===== src/rtl/mem_stage_if.sv =====
// Bundles the EX->MEM handshake, the data-memory port and the MEM->WB handshake.
// The stage connects through 'slave'; the surrounding pipeline/memory uses 'master'.
interface mem_stage_if #(
  parameter int XLEN      = 32,
  parameter int RF_ADDR_W = 5
);
  logic                 ms_ready;
  logic                 ms_valid;
  logic [XLEN-1:0]      ms_bits_pc;
  logic                 ms_bits_rf_we;
  logic [RF_ADDR_W-1:0] ms_bits_rf_waddr;
  logic [XLEN-1:0]      ms_bits_alu_result;
  logic                 ms_bits_mem_re;
  logic                 ms_bits_mem_we;
  logic [XLEN-1:0]      ms_bits_mem_wdata;
  logic [2:0]           ms_bits_mem_op;

  logic                 dmem_req_valid;
  logic                 dmem_req_ready;
  logic                 dmem_req_we;
  logic [XLEN-1:0]      dmem_req_addr;
  logic [XLEN-1:0]      dmem_req_wdata;
  logic [3:0]           dmem_req_wstrb;
  logic                 dmem_resp_valid;
  logic [XLEN-1:0]      dmem_resp_rdata;

  logic                 ws_valid;
  logic                 ws_ready;
  logic [XLEN-1:0]      ws_bits_pc;
  logic                 ws_bits_rf_we;
  logic [RF_ADDR_W-1:0] ws_bits_rf_waddr;
  logic [XLEN-1:0]      ws_bits_rf_wdata;

  modport slave (
    output ms_ready,
    input  ms_valid, ms_bits_pc, ms_bits_rf_we, ms_bits_rf_waddr, ms_bits_alu_result,
    input  ms_bits_mem_re, ms_bits_mem_we, ms_bits_mem_wdata, ms_bits_mem_op,
    output dmem_req_valid, dmem_req_we, dmem_req_addr, dmem_req_wdata, dmem_req_wstrb,
    input  dmem_req_ready, dmem_resp_valid, dmem_resp_rdata,
    output ws_valid, ws_bits_pc, ws_bits_rf_we, ws_bits_rf_waddr, ws_bits_rf_wdata,
    input  ws_ready
  );

  modport master (
    input  ms_ready,
    output ms_valid, ms_bits_pc, ms_bits_rf_we, ms_bits_rf_waddr, ms_bits_alu_result,
    output ms_bits_mem_re, ms_bits_mem_we, ms_bits_mem_wdata, ms_bits_mem_op,
    input  dmem_req_valid, dmem_req_we, dmem_req_addr, dmem_req_wdata, dmem_req_wstrb,
    output dmem_req_ready, dmem_resp_valid, dmem_resp_rdata,
    input  ws_valid, ws_bits_pc, ws_bits_rf_we, ws_bits_rf_waddr, ws_bits_rf_wdata,
    output ws_ready
  );
endinterface


===== src/rtl/mem_stage.sv =====
// Memory-access pipeline stage: issues loads/stores to the data port, formats load
// data and hands the write-back bundle to WB. ALU results pass through in one cycle.
module mem_stage #(
  parameter int XLEN      = 32,
  parameter int RF_ADDR_W = 5
) (
  input  logic        clock,
  input  logic        reset,
  mem_stage_if.slave  bus
);

  localparam logic [1:0] IDLE = 2'd0;
  localparam logic [1:0] REQ  = 2'd1;
  localparam logic [1:0] WAIT = 2'd2;
  localparam logic [1:0] HOLD = 2'd3;

  logic [1:0]           r_state;
  logic [XLEN-1:0]      r_pc;
  logic                 r_rf_we;
  logic [RF_ADDR_W-1:0] r_rf_waddr;
  logic [XLEN-1:0]      r_alu;
  logic                 r_mem_re;
  logic                 r_mem_we;
  logic [XLEN-1:0]      r_wdata;
  logic [2:0]           r_mem_op;
  logic [XLEN-1:0]      r_rf_wdata;

  logic                 w_accept;
  logic                 w_is_mem;
  logic                 w_is_store;
  logic                 w_byte;
  logic                 w_half;
  logic [7:0]           w_ld_byte;
  logic [15:0]          w_ld_half;
  logic [XLEN-1:0]      w_ld_data;
  logic [XLEN-1:0]      w_st_data;
  logic [3:0]           w_st_strb;

  assign bus.ms_ready = (r_state == IDLE) | ((r_state == HOLD) & bus.ws_ready);
  assign w_accept     = bus.ms_valid & bus.ms_ready;
  assign w_is_mem     = bus.ms_bits_mem_re | bus.ms_bits_mem_we;
  assign w_is_store   = r_mem_we & ~r_mem_re;

  // funct3[1:0] picks the access size; funct3[2] selects zero extension.
  assign w_byte = (r_mem_op[1:0] == 2'b00);
  assign w_half = (r_mem_op[1:0] == 2'b01);

  always_comb begin
    w_ld_byte = bus.dmem_resp_rdata[7:0];
    case (r_alu[1:0])
      2'd1:    w_ld_byte = bus.dmem_resp_rdata[15:8];
      2'd2:    w_ld_byte = bus.dmem_resp_rdata[23:16];
      2'd3:    w_ld_byte = bus.dmem_resp_rdata[31:24];
      default: w_ld_byte = bus.dmem_resp_rdata[7:0];
    endcase
    w_ld_half = r_alu[1] ? bus.dmem_resp_rdata[31:16] : bus.dmem_resp_rdata[15:0];
    if (w_byte)
      w_ld_data = {{(XLEN-8){~r_mem_op[2] & w_ld_byte[7]}}, w_ld_byte};
    else if (w_half)
      w_ld_data = {{(XLEN-16){~r_mem_op[2] & w_ld_half[15]}}, w_ld_half};
    else
      w_ld_data = bus.dmem_resp_rdata;
  end

  always_comb begin
    w_st_strb = 4'b1111;
    w_st_data = r_wdata;
    if (w_byte) begin
      w_st_strb = 4'b0001 << r_alu[1:0];
      w_st_data = {4{r_wdata[7:0]}};
    end else if (w_half) begin
      w_st_strb = r_alu[1] ? 4'b1100 : 4'b0011;
      w_st_data = {2{r_wdata[15:0]}};
    end
  end

  assign bus.dmem_req_valid = (r_state == REQ);
  assign bus.dmem_req_we    = w_is_store;
  assign bus.dmem_req_addr  = {r_alu[XLEN-1:2], 2'b00};
  assign bus.dmem_req_wdata = w_st_data;
  assign bus.dmem_req_wstrb = w_is_store ? w_st_strb : 4'b0000;

  assign bus.ws_valid         = (r_state == HOLD);
  assign bus.ws_bits_pc       = r_pc;
  assign bus.ws_bits_rf_we    = r_rf_we;
  assign bus.ws_bits_rf_waddr = r_rf_waddr;
  assign bus.ws_bits_rf_wdata = r_rf_wdata;

  // Responses are only honoured in WAIT, so a late response after reset is dropped.
  always_ff @(posedge clock or negedge reset) begin
    if (!reset) begin
      r_state    <= IDLE;
      r_pc       <= '0;
      r_rf_we    <= 1'b0;
      r_rf_waddr <= '0;
      r_alu      <= '0;
      r_mem_re   <= 1'b0;
      r_mem_we   <= 1'b0;
      r_wdata    <= '0;
      r_mem_op   <= '0;
      r_rf_wdata <= '0;
    end else begin
      case (r_state)
        IDLE, HOLD: begin
          if (w_accept) begin
            r_pc       <= bus.ms_bits_pc;
            r_rf_we    <= bus.ms_bits_rf_we;
            r_rf_waddr <= bus.ms_bits_rf_waddr;
            r_alu      <= bus.ms_bits_alu_result;
            r_mem_re   <= bus.ms_bits_mem_re;
            r_mem_we   <= bus.ms_bits_mem_we;
            r_wdata    <= bus.ms_bits_mem_wdata;
            r_mem_op   <= bus.ms_bits_mem_op;
            r_rf_wdata <= bus.ms_bits_alu_result;
            r_state    <= w_is_mem ? REQ : HOLD;
          end else if ((r_state == HOLD) && bus.ws_ready) begin
            r_state <= IDLE;
          end
        end
        REQ: begin
          if (bus.dmem_req_ready)
            r_state <= WAIT;
        end
        WAIT: begin
          if (bus.dmem_resp_valid) begin
            r_state <= HOLD;
            if (r_mem_re)
              r_rf_wdata <= w_ld_data;
            else
              r_rf_we <= 1'b0;
          end
        end
        default: r_state <= IDLE;
      endcase
    end
  end

endmodule


===== src/flat_wrapper.sv =====
// flat-port wrapper written by rule: the top's interface ports become plain ports
module mem_stage_flat 
#(
  parameter int XLEN      = 32,
  parameter int RF_ADDR_W = 5
)
  (clock, reset, bus_ms_ready, bus_ms_valid, bus_ms_bits_pc, bus_ms_bits_rf_we, bus_ms_bits_rf_waddr, bus_ms_bits_alu_result, bus_ms_bits_mem_re, bus_ms_bits_mem_we, bus_ms_bits_mem_wdata, bus_ms_bits_mem_op, bus_dmem_req_valid, bus_dmem_req_we, bus_dmem_req_addr, bus_dmem_req_wdata, bus_dmem_req_wstrb, bus_dmem_req_ready, bus_dmem_resp_valid, bus_dmem_resp_rdata, bus_ws_valid, bus_ws_bits_pc, bus_ws_bits_rf_we, bus_ws_bits_rf_waddr, bus_ws_bits_rf_wdata, bus_ws_ready);
  mem_stage_if #(.XLEN(XLEN), .RF_ADDR_W(RF_ADDR_W)) bus_i ();
  input  logic clock;
  input  logic reset;
  output wire logic [$bits(bus_i.ms_ready)-1:0] bus_ms_ready;
  input wire logic [$bits(bus_i.ms_valid)-1:0] bus_ms_valid;
  input wire logic [$bits(bus_i.ms_bits_pc)-1:0] bus_ms_bits_pc;
  input wire logic [$bits(bus_i.ms_bits_rf_we)-1:0] bus_ms_bits_rf_we;
  input wire logic [$bits(bus_i.ms_bits_rf_waddr)-1:0] bus_ms_bits_rf_waddr;
  input wire logic [$bits(bus_i.ms_bits_alu_result)-1:0] bus_ms_bits_alu_result;
  input wire logic [$bits(bus_i.ms_bits_mem_re)-1:0] bus_ms_bits_mem_re;
  input wire logic [$bits(bus_i.ms_bits_mem_we)-1:0] bus_ms_bits_mem_we;
  input wire logic [$bits(bus_i.ms_bits_mem_wdata)-1:0] bus_ms_bits_mem_wdata;
  input wire logic [$bits(bus_i.ms_bits_mem_op)-1:0] bus_ms_bits_mem_op;
  output wire logic [$bits(bus_i.dmem_req_valid)-1:0] bus_dmem_req_valid;
  output wire logic [$bits(bus_i.dmem_req_we)-1:0] bus_dmem_req_we;
  output wire logic [$bits(bus_i.dmem_req_addr)-1:0] bus_dmem_req_addr;
  output wire logic [$bits(bus_i.dmem_req_wdata)-1:0] bus_dmem_req_wdata;
  output wire logic [$bits(bus_i.dmem_req_wstrb)-1:0] bus_dmem_req_wstrb;
  input wire logic [$bits(bus_i.dmem_req_ready)-1:0] bus_dmem_req_ready;
  input wire logic [$bits(bus_i.dmem_resp_valid)-1:0] bus_dmem_resp_valid;
  input wire logic [$bits(bus_i.dmem_resp_rdata)-1:0] bus_dmem_resp_rdata;
  output wire logic [$bits(bus_i.ws_valid)-1:0] bus_ws_valid;
  output wire logic [$bits(bus_i.ws_bits_pc)-1:0] bus_ws_bits_pc;
  output wire logic [$bits(bus_i.ws_bits_rf_we)-1:0] bus_ws_bits_rf_we;
  output wire logic [$bits(bus_i.ws_bits_rf_waddr)-1:0] bus_ws_bits_rf_waddr;
  output wire logic [$bits(bus_i.ws_bits_rf_wdata)-1:0] bus_ws_bits_rf_wdata;
  input wire logic [$bits(bus_i.ws_ready)-1:0] bus_ws_ready;
  assign bus_ms_ready = bus_i.ms_ready;
  assign bus_i.ms_valid = bus_ms_valid;
  assign bus_i.ms_bits_pc = bus_ms_bits_pc;
  assign bus_i.ms_bits_rf_we = bus_ms_bits_rf_we;
  assign bus_i.ms_bits_rf_waddr = bus_ms_bits_rf_waddr;
  assign bus_i.ms_bits_alu_result = bus_ms_bits_alu_result;
  assign bus_i.ms_bits_mem_re = bus_ms_bits_mem_re;
  assign bus_i.ms_bits_mem_we = bus_ms_bits_mem_we;
  assign bus_i.ms_bits_mem_wdata = bus_ms_bits_mem_wdata;
  assign bus_i.ms_bits_mem_op = bus_ms_bits_mem_op;
  assign bus_dmem_req_valid = bus_i.dmem_req_valid;
  assign bus_dmem_req_we = bus_i.dmem_req_we;
  assign bus_dmem_req_addr = bus_i.dmem_req_addr;
  assign bus_dmem_req_wdata = bus_i.dmem_req_wdata;
  assign bus_dmem_req_wstrb = bus_i.dmem_req_wstrb;
  assign bus_i.dmem_req_ready = bus_dmem_req_ready;
  assign bus_i.dmem_resp_valid = bus_dmem_resp_valid;
  assign bus_i.dmem_resp_rdata = bus_dmem_resp_rdata;
  assign bus_ws_valid = bus_i.ws_valid;
  assign bus_ws_bits_pc = bus_i.ws_bits_pc;
  assign bus_ws_bits_rf_we = bus_i.ws_bits_rf_we;
  assign bus_ws_bits_rf_waddr = bus_i.ws_bits_rf_waddr;
  assign bus_ws_bits_rf_wdata = bus_i.ws_bits_rf_wdata;
  assign bus_i.ws_ready = bus_ws_ready;
  mem_stage #(.XLEN(XLEN), .RF_ADDR_W(RF_ADDR_W)) u_core (.clock(clock), .reset(reset), .bus(bus_i));
endmodule

===== config.mk =====
export PLATFORM = sky130hd
export DESIGN_NAME = mem_stage_flat
export DESIGN_NICKNAME = d
export VERILOG_FILES = /design/src/rtl/mem_stage_if.sv /design/src/rtl/mem_stage.sv /design/src/flat_wrapper.sv
export SDC_FILE = /design/constraint.sdc
export NUM_CORES = 1
export LEC_CHECK = 0
export CAP_MARGIN = 5
export CORE_MARGIN = 5
export CORE_UTILIZATION = 30
export CTS_CLUSTER_DIAMETER = 60
export DETAILED_ROUTE_END_ITERATION = 8
export GPL_TIMING_DRIVEN = 1
export SYNTH_ARGS = -nofsm -noshare
export SYNTH_HDL_FRONTEND = slang
export SYNTH_SLANG_ARGS = --single-unit
export TNS_END_PERCENT = 100

===== constraint.sdc =====
create_clock -name clock -period 2.5 [get_ports clock]
set_input_delay 0.5 -clock clock [delete_from_list [all_inputs] [get_ports clock]]
set_output_delay 0.5 -clock clock [all_outputs]
set_load 0.01 [all_outputs]

==> out/qor.yml, run 1 <==
critical_path:
  required_worst_endpoint_ps: 2000
  worst_setup_path_start_kind: "register"
  cp.arrival_ps: 1950
  reg2regPathDepth: 7
  worstPathMaxFanout: 9
  timing.critical_path.to_type: "output port"
  setup.worst_path.class: "register to output port"
drt:
  wl_per_cell_um: 19.13
  finalWirelength_um: 23560
  postRouteAntennaNets: 0
  remaining_drc_errors: 0
  detail_route.iter0.violations: 289
  detailedRoute.firstPassIterationCount: 4
  vias: 5924
  avgViaCountPerCell: 4.808
floorplanning:
  die_area_um2: 27400
  initial_utilization: 0.3019
  fp.coreArea_um2: 24030
  design.portCount: 287
  floorplan.rows: 57
  die_w_um: 165.5
  die_height_um: 165.5
final_layout:
  growth_of_design_area_from_synthesis_to_finish_pct: 49.88
  design.final.nets: 1045
  multiInputGateArea_um2: 3198
  num_antenna_cells: 0
  stdcell_count: 1232
  post_route_cells_drive_above_1_share: 0.2115
  fin_area_um2: 10880
  fillCellCount: 2332
  ff_latch_area_um2: 3531
clock_tree:
  cts_buffer_depth: 2
  clkSlewWorstSetupHoldPaths_ps: 70
  clock-root-buffer: "sky130_fd_sc_hd__clkbuf_16"
  cts-hold-fix-buffers: 0
  cts_sinks: 141
  cts-buffers-inserted: 17
  cts_tree: "built"
  later_pin_clock_latency_in_the_skew_report_ps: 420
  cts.htree.levels: 4
logic_synthesis:
  yosysTopAreaCell: "sky130_fd_sc_hd__dfrtp_1"
  synth_cell_types: 45
  synthCells: 653
  synth_ff_type: "sky130_fd_sc_hd__dfrtp_1"
  synth-seq-cells: 141
  ys_warn_count: 0
  synth-async-reset-ratio: 1.000
  post_synth_main_area_contributors: "sky130_fd_sc_hd__dfrtp_1 (49%), sky130_fd_sc_hd__mux2_2 (19%), sky130_fd_sc_hd__buf_4 (4.2%), sky130_fd_sc_hd__o21ai_0 (3.7%), sky130_fd_sc_hd__nand2_1 (2.6%)"
  syn-mean-instance-area_um2: 11.11
  cell_area_after_technology_mapping_um2: 7257
  yosysSeqAreaShare: 0.4862
  synth_enable_flop_cells: 0
  yosysTopAreaCellShare: 0.4862
sta:
  final.period_utilization: 0.9803
  slew_viols_final: 0
  max_clock_freq_mhz: 408.1
  skew_ps: 7.461
  timing.setup.tns_ps: 0
  worst-slew-pin-transition_ps: 601.1
  setup_viol_count_final: 0
  hold_viol_final: 0
  worst_slew_margin_rel: 0.5993
  fin_crit_ps: 2451
  rsz0062_at_grt: "no"
grt:
  overflow: 0
  grt_first_pass_wirelength_um: 35850
  initial_antenna_violation_count: 0
  largest_net_degree_at_the_start_of_global_routing: 61
  global_router_s_overall_resource_usage: 0.1706
  first_global_vias: 6306
power_and_ir_drop:
  worst_ir_drop_vdd_uv: 662.7
  power_per_cell_area_nw_per_um2: 1411
  report.power.total_w: 0.01534
  p_leak_nw: 4.467
run_status:
  run_status: "finished clean"
placement:
  placed_area_um2: 10250
  placement.io_buffers: 284
  dp_cells: 1198
  gp_congestion: 0.7392
  hpwl_um: 17100
flow_run:
  maxCapViolCount: 0
min_path:
  hp-class: "primary input to async pin"
==> final timing paths <==
kind | endpoint | from | slack, ps
min in group clock | u_core.bus.ws_bits_rf_wdata[21] | u_core.bus.ws_bits_rf_wdata[21] | 490
max | bus_dmem_req_wdata[25] | u_core.r_mem_op[0] | 50
min | u_core.r_alu[19] | reset | 20
min reg2reg | u_core.bus.ws_bits_rf_wdata[21] | u_core.bus.ws_bits_rf_wdata[21] | 490
max reg2reg | u_core.bus.ws_bits_rf_wdata[10] | u_core.r_state[0] | 210
max in group asynchronous | u_core.r_mem_op[0] | reset | 1830
==> logic make-up after synthesis <==
family                   Yosys count  synth area share
AND/OR/NAND/NOR                  158            0.1164
flip-flops                       141            0.4862
multiplexers                     139            0.2128
AO/OA/AOI/OAI                    113           0.09914
buffers and inverters             96           0.07638
adder cells (fa/ha/maj)            5          0.008621
other                              1         0.0005167
==> synthesized netlist by cell type, types with 2 or more instances <==
library cell	number
sky130_fd_sc_hd__buf_2	19
sky130_fd_sc_hd__mux2i_1	17
sky130_fd_sc_hd__o21ai_1	10
sky130_fd_sc_hd__a211oi_1	9
sky130_fd_sc_hd__nor3b_1	8
sky130_fd_sc_hd__nand4b_1	7
sky130_fd_sc_hd__a21o_1	2
sky130_fd_sc_hd__nor3_1	15
sky130_fd_sc_hd__a221oi_2	5
sky130_fd_sc_hd__o21ai_0	54
sky130_fd_sc_hd__a31oi_1	9
sky130_fd_sc_hd__a22o_1	8
sky130_fd_sc_hd__a21oi_1	6
sky130_fd_sc_hd__and4_1	16
sky130_fd_sc_hd__nand2_1	50
sky130_fd_sc_hd__a221oi_1	3
sky130_fd_sc_hd__mux2_2	122
sky130_fd_sc_hd__clkbuf_1	23
sky130_fd_sc_hd__nor2_1	35
sky130_fd_sc_hd__nor2b_1	8
sky130_fd_sc_hd__buf_6	2
sky130_fd_sc_hd__buf_4	41
sky130_fd_sc_hd__nand2b_1	10
sky130_fd_sc_hd__inv_1	9
sky130_fd_sc_hd__ha_1	5
sky130_fd_sc_hd__dfrtp_1	141
==> area by class of cell <==
type | count | share of cell area
clock buffers | 17 | 0.03911
clock inverters | 15 | 0.01346
repair buffers | 309 | 0.2884
flip-flops and latches | 141 | 0.3246
multi-input cells | 417 | 0.2940
inverters | 9 | 0.003106
well taps | 324 | 0.03727
==> cells in the final DEF, fill, tap and decap left out, types with 2 or more instances in the layout <==
| master | n |
|---|---|
| sky130_fd_sc_hd__a211oi_1 | 9 |
| sky130_fd_sc_hd__a21o_1 | 2 |
| sky130_fd_sc_hd__a21oi_1 | 6 |
| sky130_fd_sc_hd__a221oi_1 | 3 |
| sky130_fd_sc_hd__a221oi_2 | 5 |
| sky130_fd_sc_hd__a22o_1 | 8 |
| sky130_fd_sc_hd__a31oi_1 | 9 |
| sky130_fd_sc_hd__and4_1 | 16 |
| sky130_fd_sc_hd__buf_12 | 6 |
| sky130_fd_sc_hd__buf_4 | 17 |
| sky130_fd_sc_hd__buf_6 | 2 |
| sky130_fd_sc_hd__clkbuf_16 | 17 |
| sky130_fd_sc_hd__clkdlybuf4s50_1 | 268 |
| sky130_fd_sc_hd__conb_1 | 2 |
| sky130_fd_sc_hd__dfrtp_1 | 139 |
| sky130_fd_sc_hd__dfrtp_2 | 2 |
| sky130_fd_sc_hd__dlygate4sd2_1 | 5 |
| sky130_fd_sc_hd__dlymetal6s2s_1 | 10 |
| sky130_fd_sc_hd__ha_1 | 4 |
| sky130_fd_sc_hd__inv_1 | 9 |
| sky130_fd_sc_hd__inv_6 | 7 |
| sky130_fd_sc_hd__inv_8 | 5 |
| sky130_fd_sc_hd__mux2_2 | 122 |
| sky130_fd_sc_hd__mux2i_1 | 17 |
| sky130_fd_sc_hd__nand2_1 | 50 |
| sky130_fd_sc_hd__nand2b_1 | 10 |
| sky130_fd_sc_hd__nand4b_1 | 7 |
| sky130_fd_sc_hd__nor2_1 | 35 |
| sky130_fd_sc_hd__nor2b_1 | 8 |
| sky130_fd_sc_hd__nor3_1 | 15 |
| sky130_fd_sc_hd__nor3b_1 | 8 |
| sky130_fd_sc_hd__o21ai_0 | 54 |
| sky130_fd_sc_hd__o21ai_1 | 10 |
==> per-stage QoR <==
stage	hold WS (ps)	setup WS, ps	utilization
after floorplan	204.4	477.2	-
after global placement	467.3	104.6	0.4266
after detailed placement	478.4	60.25	0.4266
after CTS	26.58	2.465	0.4511
after global routing	33.84	0.5407	0.4525
final	18.07	49.35	0.4525
==> sequential cells by signal (all words and copies together) (netlist names) <==
| register | flops |
|---|---|
| u_core.r_mem_re | 1 |
| u_core.bus.ws_bits_rf_waddr | 5 |
| u_core.r_state | 2 |
| u_core.r_wdata | 32 |
| u_core.bus.ws_bits_rf_wdata | 32 |
| u_core.bus.ws_bits_pc | 32 |
| u_core.r_mem_we | 1 |
| u_core.r_mem_op | 3 |
| u_core.r_alu | 32 |
| u_core.bus.ws_bits_rf_we | 1 |
==> worst max-delay path, cell delays in order (launching register included) <==
cell,delay [ps]
sky130_fd_sc_hd__dfrtp_2,460
sky130_fd_sc_hd__buf_4,210
sky130_fd_sc_hd__mux2i_1,120
sky130_fd_sc_hd__o21ai_0,150
sky130_fd_sc_hd__clkdlybuf4s50_1,590
==> layer usage <==
metal	global-route usage	up-vias	wire, um
li1	-	2768	-
met1	0.2073	2928	9508
met2	0.2918	215	11550
met3	0.06205	13	2293
met4	0.03562	0	206
met5	0	-	0
==> what timing repair did <==
action                     4_1_cts  5_1_grt
resized for setup                8       12
setup endpoints to repair       14       13
buffers inserted                 2        0
==> where the power goes <==
group	switching [W]	internal (W)
sequential	0.000712	0.00349
combinational	0.00394	0.00468
clock	0.00118	0.00133
total	0.00583	0.00951
Power figures use the tool's default switching activity.
==> run 2, diff against run 1 <==
--- a/config.mk
+++ b/config.mk
@@ -11,6 +11,7 @@
 export CTS_CLUSTER_DIAMETER = 60
 export DETAILED_ROUTE_END_ITERATION = 8
 export GPL_TIMING_DRIVEN = 1
+export SLEW_MARGIN = 0
 export SYNTH_ARGS = -nofsm -noshare
 export SYNTH_HDL_FRONTEND = slang
 export SYNTH_SLANG_ARGS = --single-unit
==> results of run 2 <==
No change in the layout: final DEF, timing and power equal those of run 1.
==> run 3, diff against run 2 <==
--- a/config.mk
+++ b/config.mk
@@ -8,6 +8,7 @@
 export CAP_MARGIN = 5
 export CORE_MARGIN = 5
 export CORE_UTILIZATION = 30
+export CTS_BUF_LIST = sky130_fd_sc_hd__clkbuf_8 sky130_fd_sc_hd__clkbuf_16
 export CTS_CLUSTER_DIAMETER = 60
 export DETAILED_ROUTE_END_ITERATION = 8
 export GPL_TIMING_DRIVEN = 1
==> results of run 3 <==
No change in the layout: final DEF, timing and power equal those of run 1.
